[config.mk]
export PLATFORM = sky130hd
export DESIGN_NAME = fp8_log2_unpack
export DESIGN_NICKNAME = d
export VERILOG_FILES = /design/src/rtl/fp8_log2_unpack.sv
export SDC_FILE = /design/constraint.sdc
export NUM_CORES = 1
export LEC_CHECK = 0
export CAP_MARGIN = 10
export CORE_MARGIN = 2
export CORE_UTILIZATION = 38
export CTS_BUF_LIST = sky130_fd_sc_hd__clkbuf_2
export CTS_CLUSTER_DIAMETER = 40
export DETAILED_ROUTE_END_ITERATION = 7
export GPL_TIMING_DRIVEN = 0
export PLACE_DENSITY_LB_ADDON = 0.25
export SYNTH_ARGS = -nofsm -noshare
export SYNTH_HDL_FRONTEND = slang
export SYNTH_SLANG_ARGS = --single-unit
export TNS_END_PERCENT = 30
[constraint.sdc]
create_clock -name clk -period 1.5 [get_ports clk]
set_input_delay 0.45 -clock clk [delete_from_list [all_inputs] [get_ports clk]]
set_output_delay 0.45 -clock clk [all_outputs]
set_load 0.02 [all_outputs]
[src/rtl/fp8_log2_unpack.sv]
// ----------------------------------------------------------------------------
// fp8_log2_unpack
//
// Purpose:
//   Streaming front-end for the float8 log2 path. It accepts raw e4m3 operands
//   and decodes each one into the (is_subnormal, exp_val) pair used by the
//   downstream int-to-float8 exponent converter. It also flags zero, NaN and
//   negative operands (log2 is undefined for negative operands).
//   The block is a two-stage registered pipeline with a valid/ready handshake
//   at both ends. It sustains one operand per cycle with no bubbles.
//
// Parameters:
//   NAN_MODE : 0 = e4m3fn, where only S.1111.111 is NaN.
//              1 = every exponent=1111 encoding is NaN.
//   CNT_W    : width of the statistics counters.
//
// Optional feature (macro FP8_LOG2_STATS_EN):
//   When the macro is defined, three saturating counters count the output
//   handshakes that carry the NaN, zero or negative flag. stats_clr clears
//   all three counters. When the macro is undefined, the counter outputs
//   are tied to 0 and stats_clr is ignored.
//
// Ports:
//   clk              in   clock; all state changes on the rising edge
//   rst              in   synchronous, active-high reset
//   in_valid         in   upstream operand valid
//   in_ready         out  block accepts an operand this cycle
//   in_data[7:0]     in   e4m3 operand {sign, exp[3:0], mant[2:0]}
//   out_valid        out  decoded result valid
//   out_ready        in   downstream accepts the result
//   out_is_subnormal out  out_exp_val carries the subnormal mantissa
//   out_exp_val[3:0] out  exponent field, or {1'b0, mant} when subnormal
//   out_sign         out  sign bit of the operand
//   out_is_zero      out  operand is +/-0
//   out_is_nan       out  operand is NaN under NAN_MODE
//   out_neg          out  sign set, and the operand is neither zero nor NaN
//   stats_clr        in   clear the statistics counters
//   nan_cnt          out  saturating NaN counter      (CNT_W bits)
//   zero_cnt         out  saturating zero counter     (CNT_W bits)
//   neg_cnt          out  saturating negative counter (CNT_W bits)
// ----------------------------------------------------------------------------
module fp8_log2_unpack #(
    parameter int NAN_MODE = 0,
    parameter int CNT_W    = 16
) (
    input  logic             clk,
    input  logic             rst,
    input  logic             in_valid,
    output logic             in_ready,
    input  logic [7:0]       in_data,
    output logic             out_valid,
    input  logic             out_ready,
    output logic             out_is_subnormal,
    output logic [3:0]       out_exp_val,
    output logic             out_sign,
    output logic             out_is_zero,
    output logic             out_is_nan,
    output logic             out_neg,
    input  logic             stats_clr,
    output logic [CNT_W-1:0] nan_cnt,
    output logic [CNT_W-1:0] zero_cnt,
    output logic [CNT_W-1:0] neg_cnt
);

    // Stage 1: raw operand.
    logic       r_s1_valid;
    logic [7:0] r_s1_data;

    // Stage 2: decoded fields. These flops drive the outputs directly.
    logic       r_s2_valid;
    logic       r_sub;
    logic [3:0] r_exp;
    logic       r_sign;
    logic       r_zero;
    logic       r_nan;
    logic       r_neg;

    // Ready chain. Each stage can advance when it is empty or when the stage
    // after it can advance. No path exists from in_valid to any output.
    logic w_s2_en;
    logic w_s1_en;

    assign w_s2_en  = ~r_s2_valid | out_ready;
    assign w_s1_en  = ~r_s1_valid | w_s2_en;
    assign in_ready = w_s1_en;

    // Decode of the operand held in stage 1.
    logic [3:0] w_e;
    logic [2:0] w_m;
    logic       w_sub;
    logic [3:0] w_exp;
    logic       w_zero;
    logic       w_nan;
    logic       w_neg;

    assign w_e    = r_s1_data[6:3];
    assign w_m    = r_s1_data[2:0];
    assign w_sub  = (w_e == 4'd0);
    // A subnormal operand passes its mantissa to the converter in place of
    // the exponent field.
    assign w_exp  = w_sub ? {1'b0, w_m} : w_e;
    assign w_zero = w_sub & (w_m == 3'd0);
    assign w_nan  = (NAN_MODE != 0) ? (w_e == 4'hF)
                                    : ((w_e == 4'hF) & (w_m == 3'h7));
    assign w_neg  = r_s1_data[7] & ~w_zero & ~w_nan;

    // NOTE: all state uses non-blocking assignments. Every flop then samples
    // the values from before the edge, so stage 2 reads the old stage 1.
    always_ff @(posedge clk) begin
        if (rst) begin
            r_s1_valid <= 1'b0;
            r_s1_data  <= 8'h00;
        end else if (w_s1_en) begin
            r_s1_valid <= in_valid;
            if (in_valid) begin
                r_s1_data <= in_data;
            end
        end
    end

    // NOTE: the datapath registers are reset along with the valid bits, so
    // the outputs read as 0 after reset and not as a stale value.
    always_ff @(posedge clk) begin
        if (rst) begin
            r_s2_valid <= 1'b0;
            r_sub      <= 1'b0;
            r_exp      <= 4'd0;
            r_sign     <= 1'b0;
            r_zero     <= 1'b0;
            r_nan      <= 1'b0;
            r_neg      <= 1'b0;
        end else if (w_s2_en) begin
            r_s2_valid <= r_s1_valid;
            if (r_s1_valid) begin
                r_sub  <= w_sub;
                r_exp  <= w_exp;
                r_sign <= r_s1_data[7];
                r_zero <= w_zero;
                r_nan  <= w_nan;
                r_neg  <= w_neg;
            end
        end
    end

    assign out_valid        = r_s2_valid;
    assign out_is_subnormal = r_sub;
    assign out_exp_val      = r_exp;
    assign out_sign         = r_sign;
    assign out_is_zero      = r_zero;
    assign out_is_nan       = r_nan;
    assign out_neg          = r_neg;

`ifdef FP8_LOG2_STATS_EN
    logic             w_pop;
    logic [CNT_W-1:0] r_nan_cnt;
    logic [CNT_W-1:0] r_zero_cnt;
    logic [CNT_W-1:0] r_neg_cnt;

    assign w_pop = r_s2_valid & out_ready;

    // A clear takes priority over an increment in the same cycle. Each
    // counter stops at all-ones.
    always_ff @(posedge clk) begin
        if (rst || stats_clr) begin
            r_nan_cnt  <= '0;
            r_zero_cnt <= '0;
            r_neg_cnt  <= '0;
        end else if (w_pop) begin
            if (r_nan && (r_nan_cnt != '1)) begin
                r_nan_cnt <= r_nan_cnt + CNT_W'(1);
            end
            if (r_zero && (r_zero_cnt != '1)) begin
                r_zero_cnt <= r_zero_cnt + CNT_W'(1);
            end
            if (r_neg && (r_neg_cnt != '1)) begin
                r_neg_cnt <= r_neg_cnt + CNT_W'(1);
            end
        end
    end

    assign nan_cnt  = r_nan_cnt;
    assign zero_cnt = r_zero_cnt;
    assign neg_cnt  = r_neg_cnt;
`else
    logic w_unused_stats_clr;

    assign w_unused_stats_clr = stats_clr;
    assign nan_cnt  = '0;
    assign zero_cnt = '0;
    assign neg_cnt  = '0;
`endif

endmodule

### After elaboration in Yosys (flattened, before gate mapping)

Cells that the tools add are included.

* register bits: 19
* input port bits: 13
* output and inout bits: 59
* logic and storage cells: 26

* equality and inequality tests: 2
* mux-type cells: 1
* bitwise operators: 10
* reductions and logical operators: 4

Operators by type and width (count)
* $and 1x1->1: 4
* $eq 4x4->1 const B: 1
* $logic_not 4->1: 1
* $mux 4: 1
* $not 1->1: 4
* $reduce_and 2->1: 2
* $eq 3x3->1 const B: 1
* $logic_not 3->1: 1
* $or 1x1->1: 2

### Logic depth before layout (Yosys ltp)

Gate-level depths: netlist (run 1).

* depth in word-level cells: 5
* gate-level depth with buffers: 5
* mapped depth without buffers: 4

### Least setup slack after synthesis (run 1)

OpenSTA, ideal clock, no wires.

* kind: in2out
* from: input out_ready
* to: output in_ready
* arrival: 0.903 ns
* required time: 1.050 ns
* setup slack: 0.147 ns
* cell stages on the path: 3
* path buffers: 1
* cell sequence: and3b_1 -> buf_2 -> inv_2

* longest elaborated chain between the ends: 2

Ends and longest elaborated chain
* start: declaration: RTL line 52 `input logic out_ready,`
* $or 1x1->1: RTL line 83 `assign w_s2_en = ~r_s2_valid | out_ready;`
* $or 1x1->1: RTL line 84 `assign w_s1_en = ~r_s1_valid | w_s2_en;`
* end: declaration: RTL line 49 `output logic in_ready,`

No other way between the ends.

### Worst setup path in the final report (run 1)

* from: register r_s1_valid
* to: output in_ready

* longest elaborated chain between the ends: 2

Ends and longest elaborated chain
* start: declaration: RTL line 66 `logic r_s1_valid;`
* start signal: assignment: RTL line 114 `r_s1_valid <= in_valid;`
* $not 1->1: RTL line 84
* $or 1x1->1: RTL line 84

No other way between the ends.

==> results.py, run 1 <==
metrics = {
    "timing": {
        "layout_min_cycle_time_ns": 1.56,
        "grt_setup_unrepaired": "true",
        "setup_slack_ns": -0.0608,
        "final-hold-violation-count": 0,
        "timing.final.crit_share_pct": 104,
        "fin_skew_ns": 0.0111,
        "setup_viol": 1,
        "clock.fmax_mhz": 641,
        "drv_slew": 0,
    },
    "grt": {
        "grt_start_max_net_pins": 11,
        "grt_pass1_vias": 782,
        "antenna_found_initial": 0,
        "track_usage_pct": 12.4,
        "overflow": 0,
        "grt_pass1_wl_um": 3370,
    },
    "floorplan": {
        "die-width_um": 59.5,
        "die_height_um": 59.5,
        "core.rowCount": 20,
        "coreArea_mm2": 0.00298,
        "initial_core_util_pct": 39.2,
        "dieArea_mm2": 0.00353,
        "io_pins": 72,
    },
    "detailed_routing": {
        "drt_iter0_markers": 11,
        "via_per_inst": 3.96,
        "wl_per_cell_um": 8.24,
        "ant_nets": 0,
        "post-route-drc-count": 0,
        "dr.pass1.iters": 4,
        "vias": 982,
        "wl_um": 2040,
    },
    "logic_synthesis": {
        "synth_top_cell_by_area": "dfxtp_1",
        "synth_edf_count": 0,
        "synth_top_area_share_pct": 32.5,
        "ys_types": 22,
        "syn_avg_cell_area_um2": 8.35,
        "netlist_area_mm2": 0.00117,
        "ys_warn_count": 0,
        "ys.flop_type": "dfxtp_1",
        "ys_top_cells_by_area": "dfxtp_1 33%, buf_4 31%, a21oi_1 9.9%",
        "postSynthCellCount": 140,
        "synth_seq_cells": 19,
        "synthArstFlopShare_pct": 0,
        "synth_seq_area_share_pct": 32.5,
    },
    "pwr": {
        "power_mw": 1.14,
        "powerDensity_mw_per_mm2": 697,
        "p_leak_nw": 0.839,
        "vdd_drop_max_uv": 320,
    },
    "setup_path": {
        "critPathLaunchType": "register",
        "worst_setup_path_end_kind": "output port",
        "worst-setup-path-type": "register to output port",
        "cp.required_ns": 1.05,
        "cp.arrival_ns": 1.11,
        "worstPathMaxFanout": 4,
    },
    "final_layout": {
        "nFillCells": 316,
        "area_growth_pct": 39.8,
        "n_antenna_cell": 0,
        "drive_gt1_share_pct": 34.0,
        "final_cell_mix": "51 x buf_4, 48 x conb_1, 23 x a21oi_1, 17 x dfxtp_1, 12 x o21ai_0",
        "layout_commonest_cell": "buf_4",
        "nets": 229,
        "final_util_pct": 54.9,
    },
    "status": {
        "violations": "setup timing",
        "status": "finished with violations",
    },
    "cts": {
        "path_clk_slew_ns": 0.18,
        "tritoncts": "yes",
        "h-tree-depth": 1,
        "root_buffer": "clkbuf_2",
        "worstSkewPairLatency_ns": 0.30,
        "cts_sinks": 19,
        "cts_buffer_depth": 2,
        "cts_buffers": 3,
    },
    "place": {
        "io_buffer_count": 21,
        "dp_hpwl_um": 1640,
        "gp_congestion": 0.751,
    },
    "hold_path": {
        "hold_class": "register to register",
    },
    "flow_run": {
        "cap_violations": 0,
    },
}
## worst paths after layout
check              from          to  slack, ns  depth (start not counted)
max          r_s1_valid    in_ready      -0.06                          4
min          out_is_nan  out_is_nan       0.49                          2
max reg2reg   out_valid     out_neg       0.21                          5
min reg2reg  out_is_nan  out_is_nan       0.49                          2
## through the flow
| stage | TNS, ns | std cells | hold WS (ns) | instance area (um2) | setup slack [ns] |
|---|---|---|---|---|---|
| after global placement | -6.08 | 241 | 0.463 | 1600 | -1.00 |
| after global routing | -0.125 | 248 | 0.512 | 1630 | -0.125 |
| after detailed placement | -6.13 | 241 | 0.478 | 1600 | -0.986 |
| final | -0.0608 | 248 | 0.490 | 1630 | -0.0608 |
| after floorplan | 0 | 187 | 0.454 | 1350 | 0.147 |
| after CTS | -0.110 | 246 | 0.495 | 1630 | -0.110 |
## sequential cells by signal, indices dropped and copies added (netlist names)
signal            cells
out_sign              1
out_exp_val           4
out_is_subnormal      1
out_is_zero           1
r_s1_data             8
r_s1_valid            1
out_neg               1
out_is_nan            1
out_valid             1
## synthesized netlist by cell type, types with 2 or more instances
| master | number |
|---|---|
| clkbuf_1 | 3 |
| inv_1 | 2 |
| nand2b_1 | 3 |
| nand3_1 | 11 |
| buf_4 | 48 |
| a211oi_2 | 4 |
| buf_2 | 3 |
| dfxtp_1 | 19 |
| o21ai_0 | 12 |
| a21oi_1 | 23 |
## power breakdown
part / switching (mW) / internal [mW]
combinational: 0.205 / 0.159
sequential: 0.0208 / 0.532
clock: 0.152 / 0.0706
## cell families after synthesis
| family | share of synthesized area (%) |
|---|---|
| AOI/OAI and AO/OA | 20.0 |
| buffers and inverters | 34.0 |
| DFF | 32.5 |
| other | 0.321 |
| and+or+nand+nor | 13.1 |
## final cells by class
class | instances | area (um2) | share of cell area (%)
multi-input combinational | 111 | 567 | 34.7
timing repair buffer | 24 | 215 | 13.2
clock buffer | 4 | 20.0 | 1.23
buffer | 54 | 394 | 24.1
sequential | 19 | 383 | 23.4
tap | 33 | 41.3 | 2.53
inverter | 3 | 13.8 | 0.842
## what timing repair did
item                       4_1_cts  5_1_grt
hold buffers                     0        0
gates resized for setup         24       12
setup endpoints to repair       11       15
buffers inserted                 1        2
pin swaps                        1        0
gates cloned                     0        0
## critical path, stage by stage, from the launching register on
cell and delay (ns):
dfxtp_2 0.35, and3b_1 0.18, buf_6 0.13, inv_4 0.05, buf_6 0.10
## per-layer routing
metal	wire (um)	share of wire [%]	global-route usage, %	up-vias
met4	29	1.4	4.87	0
met5	0	0	0	-
met3	160	7.8	2.18	4
li1	-	-	-	532
met2	974	48	20.6	38
met1	879	43	15.8	408
(Power assumes the default switching activity.)
==> inputs of run 2 (changes only) <==
==> constraint.sdc (replaced) <==
create_clock -name clk -period 1.5 [get_ports clk]
set_input_delay 0.225 -clock clk [delete_from_list [all_inputs] [get_ports clk]]
set_output_delay 0.225 -clock clk [all_outputs]
set_load 0.02 [all_outputs]
==> run 2 against run 1 <==
The run now ends clean. Worst setup slack gained 0.11 ns. Cell count is 1.2% lower. Maximum frequency rose by 7.9%. Utilization fell by 0.25 points. Non-clock buffer count fell by 3. Clock power hardly changed. Sequential cell count stayed put. Routed wire length is 1.8% lower. Sequential power is essentially flat. First-iteration DRC count increased by 55%. Power shrank 0.20%. Highest routed layer unchanged.
==> results.py, run 2 (same netlist as run 1, synthesis figures left out) <==
metrics = {
    "timing": {
        "final-hold-violation-count": 0,
        "timing.final.crit_share_pct": 96.4,
        "setup_slack_ns": 0.0534,
        "fin_skew_ns": 0.0116,
        "drv_slew": 0,
        "setup_viol": 0,
        "clock.fmax_mhz": 691,
        "layout_min_cycle_time_ns": 1.45,
        "grt_setup_unrepaired": "true",
        "hold_slack_ns": 0.279,
    },
    "cts": {
        "cts_buffer_depth": 2,
        "worstSkewPairLatency_ns": 0.30,
        "cts_hold_buf": 0,
        "h-tree-depth": 1,
        "cts_sinks": 19,
        "cts_buffers": 3,
        "path_clk_slew_ns": 0.18,
        "tritoncts": "yes",
        "root_buffer": "clkbuf_2",
    },
    "floorplan": {
        "core.rowCount": 20,
        "die-width_um": 59.5,
        "initial_core_util_pct": 39.2,
        "coreArea_mm2": 0.00298,
        "io_pins": 72,
        "die_height_um": 59.5,
        "dieArea_mm2": 0.00353,
    },
    "detailed_routing": {
        "dr.pass1.iters": 4,
        "ant_nets": 0,
        "wl_per_cell_um": 8.19,
        "drt_iter0_markers": 17,
        "post-route-drc-count": 0,
        "wl_um": 2010,
        "via_per_inst": 3.91,
        "vias": 958,
    },
    "setup_path": {
        "worst_setup_path_end_kind": "output port",
        "crit_family": "flip-flops",
        "cp.required_ns": 1.27,
        "worstPathMaxFanout": 10,
        "cp.arrival_ns": 1.22,
        "worst-setup-path-type": "register to output port",
        "crit_buf_inv": 3,
        "cp_slowest_stage_delay_ns": 0.39,
        "cp_slowest_cell": "dfxtp_1",
        "worstPathCellList": "and3b_1 > buf_4 > inv_6 > buf_6",
        "critPathLaunchType": "register",
    },
    "final_layout": {
        "regMostFlops": "r_s1_data",
        "n_antenna_cell": 0,
        "drive_gt1_share_pct": 30.2,
        "nets": 226,
        "final_cell_mix": "49 x buf_4, 48 x conb_1, 23 x a21oi_1, 19 x dfxtp_1, 12 x o21ai_0",
        "final_util_pct": 54.6,
        "largest_reg_flops": 8,
        "area_growth_pct": 39.2,
        "layout_commonest_cell": "buf_4",
    },
    "pwr": {
        "comb_power_share_pct": 31.8,
        "p_clk_share_pct": 19.6,
        "switchingPower_mw": 0.376,
        "power_mw": 1.14,
        "pwr-share-seq_pct": 48.6,
        "p_leak_nw": 0.890,
        "intPower_mw": 0.761,
        "vdd_drop_max_uv": 323,
        "switching_share_pct": 33.1,
        "powerDensity_mw_per_mm2": 699,
    },
    "grt": {
        "grt_start_max_net_pins": 11,
        "overflow": 0,
        "antenna_found_initial": 0,
        "track_usage_pct": 12.1,
        "grt_pass1_wl_um": 3310,
        "grt_pass1_vias": 765,
    },
    "flow_run": {
        "cap_violations": 0,
    },
    "place": {
        "io_buffer_count": 21,
        "gp_congestion": 0.751,
        "dp_hpwl_um": 1640,
        "pre_cts_slack_ns": -0.536,
    },
    "hold_path": {
        "hold_class": "primary input to register",
    },
    "status": {
        "status": "finished, final reports clean",
    },
}
==> run 2: cell count changes in the layout (fill, tap and decap cells not counted), sizes merged <==
cell	previous run	this run
buf	56	52
clkbuf	9	7
dlygate4sd2	3	7
dlymetal6s2s	0	4
clkdlybuf4s15	5	0
==> run 2: path summary, 6_finish.rpt <==
path / slack (ns) / end / depth (start not counted) / startpoint
max: 0.05 / in_ready / 4 / out_valid
min: 0.28 / r_s1_data[4] / 3 / in_valid
max reg2reg: 0.27 / out_neg / 3 / r_s1_data[3]
min reg2reg: 0.49 / out_exp_val[3] / 2 / out_exp_val[3]
==> run 2: timing repair <==
item,4_1_cts,5_1_grt
endpoints found under the setup margin,8,4
gates resized for setup,16,4
hold endpoints to repair,0,0
setup buffers,0,0
==> run 2: power groups by stage <==
stage / sequential [mW] / clock [mW] / combinational, mW
finish: 0.552 / 0.223 / 0.362
detailed placement: 0.564 / 0 / 0.365
CTS: 0.553 / 0.231 / 0.360
floorplan: 0.575 / 0 / 0.283
global placement: 0.563 / 0 / 0.366
global route: 0.557 / 0.250 / 0.396
==> run 2: metal layers <==
metal | track usage (%) | vias to the layer above | wire [um]
li1 | - | 526 | -
met1 | 15.6 | 390 | 868
met2 | 19.9 | 38 | 967
met3 | 2.18 | 4 | 140
met4 | 4.87 | 0 | 29
met5 | 0 | - | 0
==> run 2: worst min-delay path, cell delays in order <==
cell      delay (ns)
clkbuf_1        0.17
nand3_1         0.11
a21oi_1         0.05
==> run 2: layout make-up <==
type                    count  area [um2]
plain buffers              54         389
clock buffers               4        20.0
fillers                   323        1350
inverters                   3        16.3
multi-input cells         111         567
flip-flops and latches     19         380
well taps                  33        41.3
repair buffers             21         213
==> run 2: metrics by stage <==
stage	cells	instance area [um2]	setup TNS, ns
finish	245	1630	0
detailed placement	241	1600	-1.47
floorplan	187	1350	0
global placement	241	1600	-1.41
global route	245	1630	-0.0447
CTS	245	1620	0
